--- config.mk ---
export PLATFORM = sky130hd
export DESIGN_NAME = breakout_renderer_flat
export DESIGN_NICKNAME = d
export VERILOG_FILES = /design/src/rtl/breakout_renderer_if.sv /design/src/rtl/breakout_renderer.sv /design/src/flat_wrapper.sv
export SDC_FILE = /design/constraint.sdc
export NUM_CORES = 1
export LEC_CHECK = 0
export ABC_AREA = 1
export CELL_PAD_IN_SITES_DETAIL_PLACEMENT = 1
export CELL_PAD_IN_SITES_GLOBAL_PLACEMENT = 1
export CORE_UTILIZATION = 43
export CTS_BUF_LIST = sky130_fd_sc_hd__clkbuf_4 sky130_fd_sc_hd__clkbuf_8 sky130_fd_sc_hd__clkbuf_16
export DETAILED_ROUTE_END_ITERATION = 10
export DONT_BUFFER_PORTS = 1
export PLACE_DENSITY_LB_ADDON = 0.15
export RECOVER_POWER = 25
export SLEW_MARGIN = 5
export SYNTH_ARGS = -nofsm -noshare
export SYNTH_HDL_FRONTEND = slang
export SYNTH_SLANG_ARGS = --single-unit
--- constraint.sdc ---
create_clock -name clk -period 3.6 [get_ports clk]
set_input_delay 0.9 -clock clk [delete_from_list [all_inputs] [get_ports clk]]
set_output_delay 0.9 -clock clk [all_outputs]
set_load 0.01 [all_outputs]
--- src/rtl/breakout_renderer_if.sv ---
// Pixel stream from the breakout renderer to the LCD SPI writer.
// Latency: n/a (wires only); one pixel moves per cycle when pix_valid && pix_ready.
// Backpressure: pix_ready low holds the current pixel and its markers stable.
//   pix_valid  master->slave  pixel present
//   pix_ready  slave->master  pixel accepted this cycle
//   pix_data   master->slave  RGB565 colour
//   pix_first  master->slave  marks pixel (0,0)
//   pix_last   master->slave  marks pixel (GAME_W-1,GAME_H-1)
interface breakout_renderer_if;
  logic        pix_valid;
  logic        pix_ready;
  logic [15:0] pix_data;
  logic        pix_first;
  logic        pix_last;

  modport master (
    output pix_valid,
    output pix_data,
    output pix_first,
    output pix_last,
    input  pix_ready
  );

  modport slave (
    input  pix_valid,
    input  pix_data,
    input  pix_first,
    input  pix_last,
    output pix_ready
  );
endinterface

--- src/rtl/breakout_renderer.sv ---
// Snapshots breakout game state on frame_start and streams one raster frame of RGB565 pixels.
// Latency: 10 BCD-conversion cycles after frame_start, then up to 1 pixel per cycle.
// Backpressure: pix_ready low freezes the raster counters, so the presented pixel holds.
//   clk, reset_n        clock, async active-low reset (aborts a frame without frame_done)
//   frame_start         render request, ignored while busy
//   paddle_x .. ball_lost  live game state, captured only on an accepted frame_start
//   busy, frame_done    frame in progress / 1-cycle pulse after the last pixel transfer
//   pix                 pixel stream master (valid/ready, data, first/last markers)
module breakout_renderer #(
  parameter int GAME_W = 320,
  parameter int GAME_H = 240
) (
  input  logic                clk,
  input  logic                reset_n,
  input  logic                frame_start,
  input  logic [8:0]          paddle_x,
  input  logic [8:0]          ball_x_pix,
  input  logic [8:0]          ball_y_pix,
  input  logic [47:0]         bricks_alive,
  input  logic [9:0]          score,
  input  logic                ball_lost,
  output logic                busy,
  output logic                frame_done,
  breakout_renderer_if.master pix
);

  localparam int XW = $clog2(GAME_W);
  localparam int YW = $clog2(GAME_H);
  localparam logic [XW-1:0] X_LAST = XW'(GAME_W - 1);
  localparam logic [YW-1:0] Y_LAST = YW'(GAME_H - 1);

  typedef enum logic [1:0] {S_IDLE, S_CONVERT, S_STREAM, S_DONE} state_t;

  state_t        r_state;
  state_t        w_state_nxt;

  // Snapshot of the game state for the frame being drawn.
  logic [8:0]    r_paddle_x;
  logic [8:0]    r_ball_x;
  logic [8:0]    r_ball_y;
  logic [47:0]   r_bricks;
  logic          r_ball_lost;

  // Double-dabble: binary shifts out MSB first into the BCD register.
  logic [9:0]    r_bin;
  logic [15:0]   r_bcd;
  logic [3:0]    r_dd_cnt;
  logic [15:0]   w_bcd_adj;

  logic [XW-1:0] r_x;
  logic [YW-1:0] r_y;

  logic          w_pix_valid;
  logic          w_xfer;
  logic          w_at_last;

  int            w_xi;
  int            w_yi;
  int            w_px;
  int            w_bx;
  int            w_by;

  logic          w_ball_hit;
  logic          w_paddle_hit;
  logic          w_digit_lit;
  logic          w_col_hit;
  logic          w_row_hit;
  logic [2:0]    w_col;
  logic [2:0]    w_row;
  logic          w_brick_hit;
  logic [15:0]   w_colour;

  // Segment bits ordered {a,b,c,d,e,f,g}.
  function automatic logic [6:0] seg_decode(input logic [3:0] digit);
    case (digit)
      4'd0:    seg_decode = 7'b1111110;
      4'd1:    seg_decode = 7'b0110000;
      4'd2:    seg_decode = 7'b1101101;
      4'd3:    seg_decode = 7'b1111001;
      4'd4:    seg_decode = 7'b0110011;
      4'd5:    seg_decode = 7'b1011011;
      4'd6:    seg_decode = 7'b1011111;
      4'd7:    seg_decode = 7'b1110000;
      4'd8:    seg_decode = 7'b1111111;
      4'd9:    seg_decode = 7'b1111011;
      default: seg_decode = 7'b0000000;
    endcase
  endfunction

  // (u,v) is already known to lie inside the 10x16 cell.
  function automatic logic seg_hit(input logic [6:0] segs, input int u, input int v);
    seg_hit = (segs[6] && v <= 1 && u >= 1 && u <= 8)
           || (segs[5] && u >= 8 && v >= 1 && v <= 7)
           || (segs[4] && u >= 8 && v >= 8 && v <= 14)
           || (segs[3] && v >= 14 && u >= 1 && u <= 8)
           || (segs[2] && u <= 1 && v >= 8 && v <= 14)
           || (segs[1] && u <= 1 && v >= 1 && v <= 7)
           || (segs[0] && v >= 7 && v <= 8 && u >= 1 && u <= 8);
  endfunction

  // ---------------- FSM ----------------
  always_ff @(posedge clk or negedge reset_n) begin
    if (!reset_n) r_state <= S_IDLE;
    else          r_state <= w_state_nxt;
  end

  always_comb begin
    w_state_nxt = r_state;
    w_pix_valid = 1'b0;
    busy        = 1'b0;
    frame_done  = 1'b0;
    case (r_state)
      S_IDLE: begin
        if (frame_start) w_state_nxt = S_CONVERT;
      end
      S_CONVERT: begin
        busy = 1'b1;
        if (r_dd_cnt == 4'd9) w_state_nxt = S_STREAM;
      end
      S_STREAM: begin
        busy        = 1'b1;
        w_pix_valid = 1'b1;
        if (pix.pix_ready && w_at_last) w_state_nxt = S_DONE;
      end
      S_DONE: begin
        frame_done  = 1'b1;
        w_state_nxt = S_IDLE;
      end
      default: w_state_nxt = S_IDLE;
    endcase
  end

  assign w_xfer    = w_pix_valid && pix.pix_ready;
  assign w_at_last = (r_x == X_LAST) && (r_y == Y_LAST);

  always_comb begin
    w_bcd_adj = r_bcd;
    for (int n = 0; n < 4; n++) begin
      if (r_bcd[4*n +: 4] >= 4'd5) w_bcd_adj[4*n +: 4] = r_bcd[4*n +: 4] + 4'd3;
    end
  end

  // ---------------- datapath ----------------
  always_ff @(posedge clk or negedge reset_n) begin
    if (!reset_n) begin
      r_paddle_x  <= '0;
      r_ball_x    <= '0;
      r_ball_y    <= '0;
      r_bricks    <= '0;
      r_ball_lost <= 1'b0;
      r_bin       <= '0;
      r_bcd       <= '0;
      r_dd_cnt    <= '0;
      r_x         <= '0;
      r_y         <= '0;
    end else begin
      case (r_state)
        S_IDLE: begin
          if (frame_start) begin
            r_paddle_x  <= paddle_x;
            r_ball_x    <= ball_x_pix;
            r_ball_y    <= ball_y_pix;
            r_bricks    <= bricks_alive;
            r_ball_lost <= ball_lost;
            r_bin       <= score;
            r_bcd       <= '0;
            r_dd_cnt    <= '0;
            r_x         <= '0;
            r_y         <= '0;
          end
        end
        S_CONVERT: begin
          r_bcd    <= {w_bcd_adj[14:0], r_bin[9]};
          r_bin    <= {r_bin[8:0], 1'b0};
          r_dd_cnt <= r_dd_cnt + 4'd1;
        end
        S_STREAM: begin
          if (w_xfer) begin
            if (r_x == X_LAST) begin
              r_x <= '0;
              r_y <= r_y + 1'b1;
            end else begin
              r_x <= r_x + 1'b1;
            end
          end
        end
        default: ;
      endcase
    end
  end

  // ---------------- pixel colour for (r_x, r_y) ----------------
  // Geometry runs in 32-bit signed ints so the paddle's left edge can go negative.
  assign w_xi = int'(r_x);
  assign w_yi = int'(r_y);
  assign w_px = int'(r_paddle_x);
  assign w_bx = int'(r_ball_x);
  assign w_by = int'(r_ball_y);

  assign w_ball_hit   = (w_xi >= w_bx) && (w_xi <= w_bx + 7) && (w_yi >= w_by) && (w_yi <= w_by + 7);
  assign w_paddle_hit = (w_xi >= w_px - 16) && (w_xi <= w_px + 15) && (w_yi >= 210) && (w_yi <= 218);

  // Column and row are resolved independently, then the alive mask picks the brick.
  always_comb begin
    w_col_hit = 1'b0;
    w_col     = 3'd0;
    for (int c = 0; c < 8; c++) begin
      if (w_xi >= 5 + 35*c && w_xi <= 36 + 35*c) begin
        w_col_hit = 1'b1;
        w_col     = 3'(c);
      end
    end
    w_row_hit = 1'b0;
    w_row     = 3'd0;
    for (int r = 0; r < 6; r++) begin
      if (w_yi >= 32 + 13*r && w_yi <= 40 + 13*r) begin
        w_row_hit = 1'b1;
        w_row     = 3'(r);
      end
    end
  end

  assign w_brick_hit = w_col_hit && w_row_hit && r_bricks[{w_row, w_col}];

  // Digit 0 (thousands) sits in the most significant BCD nibble.
  always_comb begin
    w_digit_lit = 1'b0;
    for (int d = 0; d < 4; d++) begin
      if (w_xi >= 8 + 14*d && w_xi <= 17 + 14*d && w_yi >= 4 && w_yi <= 19) begin
        if (seg_hit(seg_decode(r_bcd[4*(3-d) +: 4]), w_xi - (8 + 14*d), w_yi - 4))
          w_digit_lit = 1'b1;
      end
    end
  end

  always_comb begin
    w_colour = 16'h0000;
    if (w_ball_hit)        w_colour = 16'hFFE0;
    else if (w_paddle_hit) w_colour = 16'hFFFF;
    else if (w_digit_lit)  w_colour = 16'hFFFF;
    else if (w_brick_hit) begin
      if (w_row < 3'd2)      w_colour = 16'hF800;
      else if (w_row < 3'd4) w_colour = 16'hFD20;
      else                   w_colour = 16'h07E0;
    end
    else if (w_yi < 24)    w_colour = r_ball_lost ? 16'h8000 : 16'h2104;
  end

  // Colour derives only from registered state, so it cannot move while the stream stalls.
  assign pix.pix_valid = w_pix_valid;
  assign pix.pix_data  = w_pix_valid ? w_colour : 16'h0000;
  assign pix.pix_first = w_pix_valid && (r_x == '0) && (r_y == '0);
  assign pix.pix_last  = w_pix_valid && w_at_last;

endmodule

--- src/flat_wrapper.sv ---
// flat-port wrapper written by rule: the top's interface ports become plain ports
module breakout_renderer_flat 
#(
  parameter int GAME_W = 320,
  parameter int GAME_H = 240
)
  (clk, reset_n, frame_start, paddle_x, ball_x_pix, ball_y_pix, bricks_alive, score, ball_lost, busy, frame_done, pix_pix_valid, pix_pix_data, pix_pix_first, pix_pix_last, pix_pix_ready);
  breakout_renderer_if pix_i ();
  input  logic clk;
  input  logic reset_n;
  input  logic frame_start;
  input  logic [8:0] paddle_x;
  input  logic [8:0] ball_x_pix;
  input  logic [8:0] ball_y_pix;
  input  logic [47:0] bricks_alive;
  input  logic [9:0] score;
  input  logic ball_lost;
  output logic busy;
  output logic frame_done;
  output wire logic [$bits(pix_i.pix_valid)-1:0] pix_pix_valid;
  output wire logic [$bits(pix_i.pix_data)-1:0] pix_pix_data;
  output wire logic [$bits(pix_i.pix_first)-1:0] pix_pix_first;
  output wire logic [$bits(pix_i.pix_last)-1:0] pix_pix_last;
  input wire logic [$bits(pix_i.pix_ready)-1:0] pix_pix_ready;
  assign pix_pix_valid = pix_i.pix_valid;
  assign pix_pix_data = pix_i.pix_data;
  assign pix_pix_first = pix_i.pix_first;
  assign pix_pix_last = pix_i.pix_last;
  assign pix_i.pix_ready = pix_pix_ready;
  breakout_renderer #(.GAME_W(GAME_W), .GAME_H(GAME_H)) u_core (.clk(clk), .reset_n(reset_n), .frame_start(frame_start), .paddle_x(paddle_x), .ball_x_pix(ball_x_pix), .ball_y_pix(ball_y_pix), .bricks_alive(bricks_alive), .score(score), .ball_lost(ball_lost), .busy(busy), .frame_done(frame_done), .pix(pix_i));
endmodule
Word level (Yosys, flattened, before mapping)
Memory sizes are Yosys's and may differ from the RTL's.
Index checks and enable logic that the tools add are counted.
Widths: inputs -> output; s select.

operators by class
  add/sub/neg operators = 16
  magnitude comparators = 78
  equality and inequality tests = 11
  multiplexer cells = 74
  reduce and logical (&&, ||, !) cells = 163

operator list
  kind                 number
  $ge 32x5->1 const B  6
  $le 32x5->1 const B  6
  $ge 32x2->1 const B  5
  $le 32x2->1 const B  5
  $mux 16              10
  $logic_and 1x1->1    128
  $le 10x32->1         2
  $ge 9x8->1 const B   4
  $le 9x8->1 const B   4
  $ge 10x32->1         1
  $ge 32x4->1 const B  1
  $le 32x4->1 const B  1
  $le 8x7->1 const B   4
  $le 9x32->1          1
  $pmux 16 s2          1
  $mux 1               28
  $mux 7               4
  $ge 9x6->1 const B   3
  $le 9x6->1 const B   3
  $mux 9               3
  $ge 8x6->1 const B   3
  $ge 8x7->1 const B   3
  $logic_or 1x1->1     24
  $mux 8               3
  55 further kinds     89

word-level totals
  bits in registers = 125
  bits in read-only memories = 448
  bits of input ports = 90
  output and inout port bits = 21
  logic and storage cells = 357
  memories kept = 4

memories
  name              words  width  rd ports  clocked after memory_dff  wr ports  RTL line                 RTL
  (name not given)  16     7      1         0                         0         breakout_renderer.sv:75  case (digit)
  (name not given)  16     7      1         0                         0         breakout_renderer.sv:75
  (name not given)  16     7      1         0                         0         breakout_renderer.sv:75
  (name not given)  16     7      1         0                         0         breakout_renderer.sv:75

Logic depth before layout (Yosys ltp)
Gate-level depths: netlist of the first run.

  depth after elaboration = 26
  mapped depth = 29
  mapped depth without buffers = 27

Worst setup path after synthesis of the first run
OpenSTA, ideal clock, no wires.

  path kind = reg2out
  start = register u_core.r_x[3]
  end = output port pix_pix_data[7]
  arrival = 3.212 ns
  data required time = 2.700 ns
  setup slack = -0.512 ns
  cell stages (with the launch flop) = 24
  buffers on the path = 3
  cell sequence = dfrtp_1 -> clkbuf_1 -> inv_1 -> ha_1 -> inv_1 -> o21ai_0 -> inv_1 -> o21ai_0 -> nand2_1 -> nand3_1 -> nand2_1 -> nand2_1 -> nand2_2 -> nand2_4 -> buf_2 -> nand3_1 -> nand3_1 -> nand3_1 -> nand3_1 -> nand2_1 -> a21oi_2 -> nand3_1 -> a21oi_1 -> buf_4

on the way
  word-level cells in the longest chain between the ends = 23
  elaborated cells on any way between the ends = 202
  those cells by class = add/sub (4); order compare (44); mux (30); reduce/logical (124)

RTL lines
  item                             RTL line                                          RTL
  start: declaration               breakout_renderer.sv:50                           logic [XW-1:0] r_x;
  start signal: assignment         breakout_renderer.sv:183                          r_x <= r_x + 1'b1;
  $sub 9x4->10                     breakout_renderer.sv:230                          if (seg_hit(seg_decode(r_bcd[4*(3-d) +: 4]), w_xi - (8 + 14*d), w_yi - 4))
  $ge 32x5->1                      breakout_renderer.sv:93, breakout_renderer.sv:94
  $logic_and 1x1->1 (3 in series)  breakout_renderer.sv:93                           || (segs[5] && u >= 8 && v >= 1 && v <= 7)
  $logic_or 1x1->1                 breakout_renderer.sv:93
  $logic_or 1x1->1                 breakout_renderer.sv:94                           || (segs[4] && u >= 8 && v >= 8 && v <= 14)
  $logic_or 1x1->1                 breakout_renderer.sv:95                           || (segs[3] && v >= 14 && u >= 1 && u <= 8)
  $logic_or 1x1->1                 breakout_renderer.sv:96                           || (segs[2] && u <= 1 && v >= 8 && v <= 14)
  $logic_or 1x1->1                 breakout_renderer.sv:97                           || (segs[1] && u <= 1 && v >= 1 && v <= 7)
  [... 5 more ...]                 n/a
  $mux 1                           breakout_renderer.sv:230
  $mux 1                           breakout_renderer.sv:229                          if (w_xi >= 8 + 14*d && w_xi <= 17 + 14*d && w_yi >= 4 && w_yi <= 19) begin
  $mux 1                           breakout_renderer.sv:230
  $mux 1                           breakout_renderer.sv:229
  $mux 16                          breakout_renderer.sv:240                          else if (w_digit_lit) w_colour = 16'hFFFF;
  $mux 16                          breakout_renderer.sv:239                          else if (w_paddle_hit) w_colour = 16'hFFFF;
  $mux 16 (*)                      breakout_renderer.sv:238                          if (w_ball_hit) w_colour = 16'hFFE0;
  $mux 16 (*)                      breakout_renderer.sv:251                          assign pix.pix_data = w_pix_valid ? w_colour : 16'h0000;
  end: declaration                 flat_wrapper.sv:21                                output wire logic [$bits(pix_i.pix_data)-1:0] pix_pix_data;

Every way passes the cells marked *; elsewhere a longest branch is shown, timed or not. The select of a mux whose other input is x is not followed.

Worst setup path in the final report of the first run
  start = register u_core.r_x[3]
  end = output port pix_pix_data[14]

Same word-level chain as after synthesis.

==> metrics.cfg, run 1 <==
[detailed_routing]
dr.pass1.iters=5
antenna_left=0
vias_per_cell=5.80
routedWlPerCell_um=22.3
vias=11700
first_iter_violations=810
drc=0
detail_route.wirelength_um=45100

[critical_path]
worstPathArrival_ps=3750
start_kind=flop
r2r_slack_ps=630
cp_max_fo=6
crit_path_frequent_cell=nand2_1
crit_family=simple AND/OR/NAND/NOR gates
reg2reg_from=u_core.r_state[0]$_DFFE_PN0P_
required_ps=2700
cpMaxStageDelayCell=dfrtp_2
path_class=reg -> out
regToRegEndpoint=u_core.r_x[7]$_DFFE_PN0P_
r2r_cells=10
crit_buf_inv=5
cp-end-kind=primary output
cp_slowest_stage_delay_ps=450

[timing]
final.setup.worst_slack_ps=-1050
setup_viol=16
clock_skew_ps=22.8
min_period_ps=4650
tightest_slew_ps=806
max-slew-margin-rel_pct=45.9
fin_tns_setup_ps=-14260
hold_viol=0
rsz0062_at_grt=yes
drv_slew=0
fmax_ghz=0.215
finalCritPeriodShare_pct=129

[clock_network]
ctsLongestPathBuffers=2
cts_tree=yes
numCtsBuffers=17
clock_latency_ps=450
cts.clk_slew.worst_paths_ps=70
htree_levels=4
root_buffer=clkbuf_16
clock-sinks=125

[floorplan]
die-width_um=159
boundaryPins=111
die-area_um2=25300
rows=57
core-area_um2=24200
die_h_um=159
start_util_pct=43.8

[yosys]
synthArstFlopShare_pct=100
ys_warn_count=0
syn_area_um2=10600
yosysSeqAreaShare_pct=29.4
synth.distinct_cells=54
syn_inst=1432
yosys.cell_count.top_type=nand2_1
synth_top_area_cell=dfrtp_1
netlist.area_leader.share_pct=29.4
synth_edf_count=0
ys_top_cells_by_area=dfrtp_1 (29%), ha_1 (15%), nand2_1 (9.6%)
ys_top_cells_by_count=nand2_1 (273), inv_1 (154), nand3_1 (145)
synth-seq-cells=125
syn_nets=1649
synthFlopType=dfrtp_1
synth_area_per_cell_um2=7.42

[pwr]
cellPowerDensity_nw_per_um2=759
p_leak_nw=7.35
vdd_drop_max_v=0.000691

[run]
cap_viol_max_count=0

[global_routing]
grt_use_total_pct=33.8
grt_overflow=0
grt_max_degree=126
antenna_found_initial=0
grt_pass1_wl_um=67500
grt_pass1_vias=12600

[placed_design]
dp_hpwl_um=28900
dpl_cell_area_um2=12700
place_ws_ps=-729
numPortBuffers=0
gp_congestion=0.963

[layout]
area_growth_pct=38.8
fin_util_pct=60.8
layout-drive-gt1-share_pct=33.5
nets=1906
final_cell_area_um2=14700
antenna_cells=0

[status]
violations=negative setup slack
status=complete, but fails checks

[min_path]
hold_path_class=in -> async

## metrics by stage
| step | hold WS [ps] | power, mW | instances |
|---|---|---|---|
| global route | 144 | 11.9 | 2025 |
| floorplan | 454 | 5.75 | 1432 |
| finish | 151 | 11.2 | 2025 |
| detailed placement | 493 | 8.23 | 1956 |
| CTS | 146 | 10.7 | 2014 |
| global placement | 463 | 7.97 | 1956 |
## cells in the final DEF, fill, tap and decap left out, types with 12 or more instances in the layout
master       n
nand3_1    107
o22ai_1     12
nand4_1     23
dfrtp_1    119
ha_1       112
inv_1      137
buf_6       13
o21ai_0     60
nand2_1    230
ha_4        12
nand2_2     35
inv_2       20
nand3_2     35
clkbuf_16   18
o21ai_1     14
a31oi_1     12
xor2_1      27
nor3_1      21
buf_4      252
a21oi_1     89
nor2_2      12
nor2_1     125
mux2_2      49
## what timing repair did
item	CTS	global route
hold endpoints to repair	0	0
pin swaps	80	33
endpoints found under the setup margin	16	16
setup buffers	26	10
cloned	4	1
gates resized for setup	185	68
hold buffers	0	0
## cell families (layout without fill, tap and decap cells)
group,Yosys count,in the layout,share of synthesized area (%)
and+or+nand+nor,634,637,26.0
AOI/OAI and AO/OA,252,252,13.5
buffers and inverters,211,477,8.05
adders and majority gates,127,127,15.0
DFF,125,125,29.4
muxes,49,49,5.19
xor gates and xnor gates,34,34,2.80
## state kept, by name, indices dropped and copies added, names as in the netlist
| register | count |
|---|---|
| u_core.r_state | 2 |
| u_core.r_ball_lost | 1 |
| u_core.r_bricks | 48 |
| u_core.r_ball_x | 9 |
| u_core.r_bin | 10 |
| u_core.r_x | 9 |
| u_core.r_paddle_x | 9 |
| u_core.r_y | 8 |
| u_core.r_ball_y | 9 |
| u_core.r_bcd | 16 |
| u_core.r_dd_cnt | 4 |
## worst max-delay path by stage
stage / from / cells past startpoint / slack [ps] / end
2_1_floorplan: u_core.r_x[3]$_DFFE_PN0P_ / 23 / -110 / pix_pix_data[7]
6_report: u_core.r_x[3]$_DFFE_PN0P_ / 26 / -1050 / pix_pix_data[14]
5_1_grt: u_core.r_x[5]$_DFFE_PN0P_ / 26 / -1140 / pix_pix_data[12]
3_3_place_gp: u_core.r_ball_x[0]$_DFFE_PN0P_ / 18 / -570 / pix_pix_data[6]
3_5_place_dp: u_core.r_ball_x[0]$_DFFE_PN0P_ / 18 / -730 / pix_pix_data[14]
4_1_cts: u_core.r_x[3]$_DFFE_PN0P_ / 21 / -710 / pix_pix_data[6]
## power by group
group	total [mW]	leakage [nW]	switching, mW	internal, mW
Combinational	6.63	5.55	3.84	2.78
Clock	2.00	0.304	0.823	1.18
Sequential	2.56	1.50	0.547	2.01
Total	11.2	7.35	5.21	5.97
## routing by layer
layer  GRT usage, %  share of wire (%)
met5              0                  0
met3           5.37                5.2
met2           59.4                 50
met1           41.2                 41
met4           13.3                4.1
## area by class of cell
type / instances / area [um^2]
clock buffer: 17 / 425
clock inverter: 14 / 210
fill: 2923 / 9500
multi-input combinational: 1099 / 7580
timing repair buffer: 280 / 2340
tap: 324 / 405
inverter: 166 / 646
sequential: 125 / 3140
No activity file was read; power rests on OpenSTA's default activity.
==> run 2: changes to the inputs <==
CORE_UTILIZATION = 33   (was 43)
RECOVER_POWER = 50   (was 25)
==> run 2 against run 1 <==
Effect of this change:
- the flow finishes with violations (max-capacitance violations, max-slew violations, negative setup slack)
- total power down 3.2%
- combinational power down 2%
- core utilization down 13 points
- global-route usage down 9.1 points
- cell count up 4.3%
- register-to-register slack worse by 370 ps
- clock power down 8%
- clock-buffer cell count up 2
- critical endpoint is now pix_pix_data[7]
- highest routed layer unchanged
==> metrics.cfg, run 2 (same netlist as run 1, synthesis figures left out) <==
[layout]
layout-drive-gt1-share_pct=35.8
fin_cells=2113
top_register=u_core.r_bricks
final_cell_mix=buf_4 (250), nand2_1 (217), inv_1 (137), nor2_1 (126), dfrtp_1 (118)
largest_register_ffs=48
reg_top3=u_core.r_bricks (48), u_core.r_bcd (16), u_core.r_bin (10)
nets=1914
nFillCells=3795
mostFrequentLayoutCell=buf_4
area_growth_pct=42.1

[pwr]
vdd_drop_max_v=0.000442
seqPwrFrac_pct=23.1
netSwitchingPower_mw=4.81
cellPowerDensity_nw_per_um2=718
p_leak_nw=7.46
p_comb_share_pct=59.9
clock_power_share_pct=17.0
p_int_mw=6.02
swShare_pct=44.4
total_power_mw=10.8

[detailed_routing]
vias=11100
drc=0
detail_route.wirelength_um=39900
dr.pass1.iters=5
routedWlPerCell_um=18.9
antenna_left=0
vias_per_cell=5.24
first_iter_violations=392

[clock_network]
cts_tree=yes
root_buffer=clkbuf_16
clock_latency_ps=460
numCtsBuffers=17
cts.clk_slew.worst_paths_ps=70
htree_levels=4
clock-sinks=125
ctsLongestPathBuffers=2
ctsHoldBuffers=0

[critical_path]
path_class=reg -> out
cp_max_fo=8
crit_buf_inv=7
worstPathArrival_ps=3480
start_kind=flop
crit_family=simple AND/OR/NAND/NOR gates
required_ps=2700
cp-end-kind=primary output
cp_cell_sequence=buf_6 -> buf_8 -> ha_1 -> inv_1 -> nor3_1 -> nor3_1 -> nor3_2 -> nand2_4 -> buf_6 -> buf_4 -> nand2_4 -> nor2_4 -> buf_6 -> nand3_2 -> nand3_2 -> nand2_2 -> a21oi_4 -> nand3_2 -> a21oi_4 -> buf_6
cp_slowest_stage_delay_ps=440
cpMaxStageDelayCell=dfrtp_2
crit_path_frequent_cell=buf_6

[timing]
setup_viol=16
tightest_slew_ps=1930
hold_viol=0
clock_skew_ps=15.5
min_period_ps=4380
max-slew-margin-rel_pct=-28.9
rsz0062_at_grt=yes
drv_slew=51
hold_slack_ps=143
fmax_ghz=0.228
final.setup.worst_slack_ps=-780
fin_tns_setup_ps=-10910
finalCritPeriodShare_pct=122

[global_routing]
antenna_found_initial=0
grt_pass1_vias=11800
grt_use_total_pct=24.6
grt_overflow=0
grt_max_degree=126
grt_pass1_wl_um=63300

[floorplan]
die-area_um2=32900
die-width_um=181
rows=65
boundaryPins=111
die_h_um=181
core-area_um2=31600
start_util_pct=33.6

[placed_design]
numPortBuffers=0
gp_congestion=0.949
dp_hpwl_um=29400
dp_cells=2028

[status]
violations=max-capacitance violations, max-slew violations, negative setup slack
status=complete, but fails checks

[min_path]
hold_path_class=in -> async

[run]
cap_viol_max_count=1

run 2: cell count changes in the layout (fill, tap and decap cells not counted), sizes merged, moves of 2 or more:
cell | previous run | this run
clkinv | 6 | 8
buf | 279 | 286
inv | 168 | 164
clkinvlp | 2 | 4
nand2 | 281 | 283
run 2: per-stage QoR:
| stage | worst slack, ps | util (%) | instance area, um^2 |
|---|---|---|---|
| after floorplan | -106 | - | 10700 |
| after global placement | -617 | 40.4 | 12800 |
| after detailed placement | -680 | 40.4 | 12800 |
| after CTS | -722 | 46.1 | 14600 |
| after global routing | -907 | 47.7 | 15100 |
| final | -780 | 47.7 | 15100 |
run 2: per-layer routing:
| layer | GRT usage [%] | part of all wire, % | vias up |
|---|---|---|---|
| met1 | 29.9 | 44 | 5465 |
| met3 | 4.37 | 3.9 | 52 |
| met5 | 0 | 0 | - |
| met2 | 43.6 | 50 | 206 |
| met4 | 8.51 | 2.5 | 0 |
| li1 | - | - | 5359 |
run 2: what timing repair did:
| item | in CTS | in global routing |
|---|---|---|
| gates cloned | 5 | 1 |
| endpoints found under the hold margin | 0 | 0 |
| setup buffers | 40 | 11 |
| endpoints found under the setup margin | 16 | 16 |
| resized for setup | 198 | 106 |
| pin swaps | 82 | 69 |
run 2: final timing paths:
kind	from	to	slack [ps]	cells after the start
hold / removal	reset_n	u_core.r_bcd[15]$_DFFE_PN0P_	140	0
min in group clk	u_core.r_bricks[44]$_DFFE_PN0P_	u_core.r_bricks[44]$_DFFE_PN0P_	510	1
setup / recovery	u_core.r_x[2]$_DFFE_PN0P_	pix_pix_data[7]	-780	20
hold reg to reg	u_core.r_bricks[44]$_DFFE_PN0P_	u_core.r_bricks[44]$_DFFE_PN0P_	510	1
max in group asynchronous	reset_n	u_core.r_x[6]$_DFFE_PN0P_	3150	0
setup reg to reg	u_core.r_state[0]$_DFFE_PN0P_	u_core.r_dd_cnt[2]$_DFFE_PN0P_	260	7
run 2: cell type report:
type | instances | area [um^2] | area share (%)
multi-input cells | 1101 | 7810 | 51.7
repair buffers | 286 | 2390 | 15.8
clock inverters | 13 | 166 | 1.10
inverters | 166 | 652 | 4.32
well taps | 402 | 503 | 3.33
flip-flops and latches | 125 | 3140 | 20.8
clock buffers | 19 | 440 | 2.92
diodes | 1 | 2.50 | 0.0166
run 2: power groups by stage:
| stage | Clock, mW | Sequential [mW] | Combinational [mW] |
|---|---|---|---|
| finish | 1.84 | 2.50 | 6.49 |
| CTS | 1.88 | 2.47 | 6.23 |
| floorplan | 0 | 2.38 | 3.38 |
| detailed placement | 0 | 2.47 | 5.68 |
| global route | 1.92 | 2.58 | 7.21 |
| global placement | 0 | 2.45 | 5.53 |
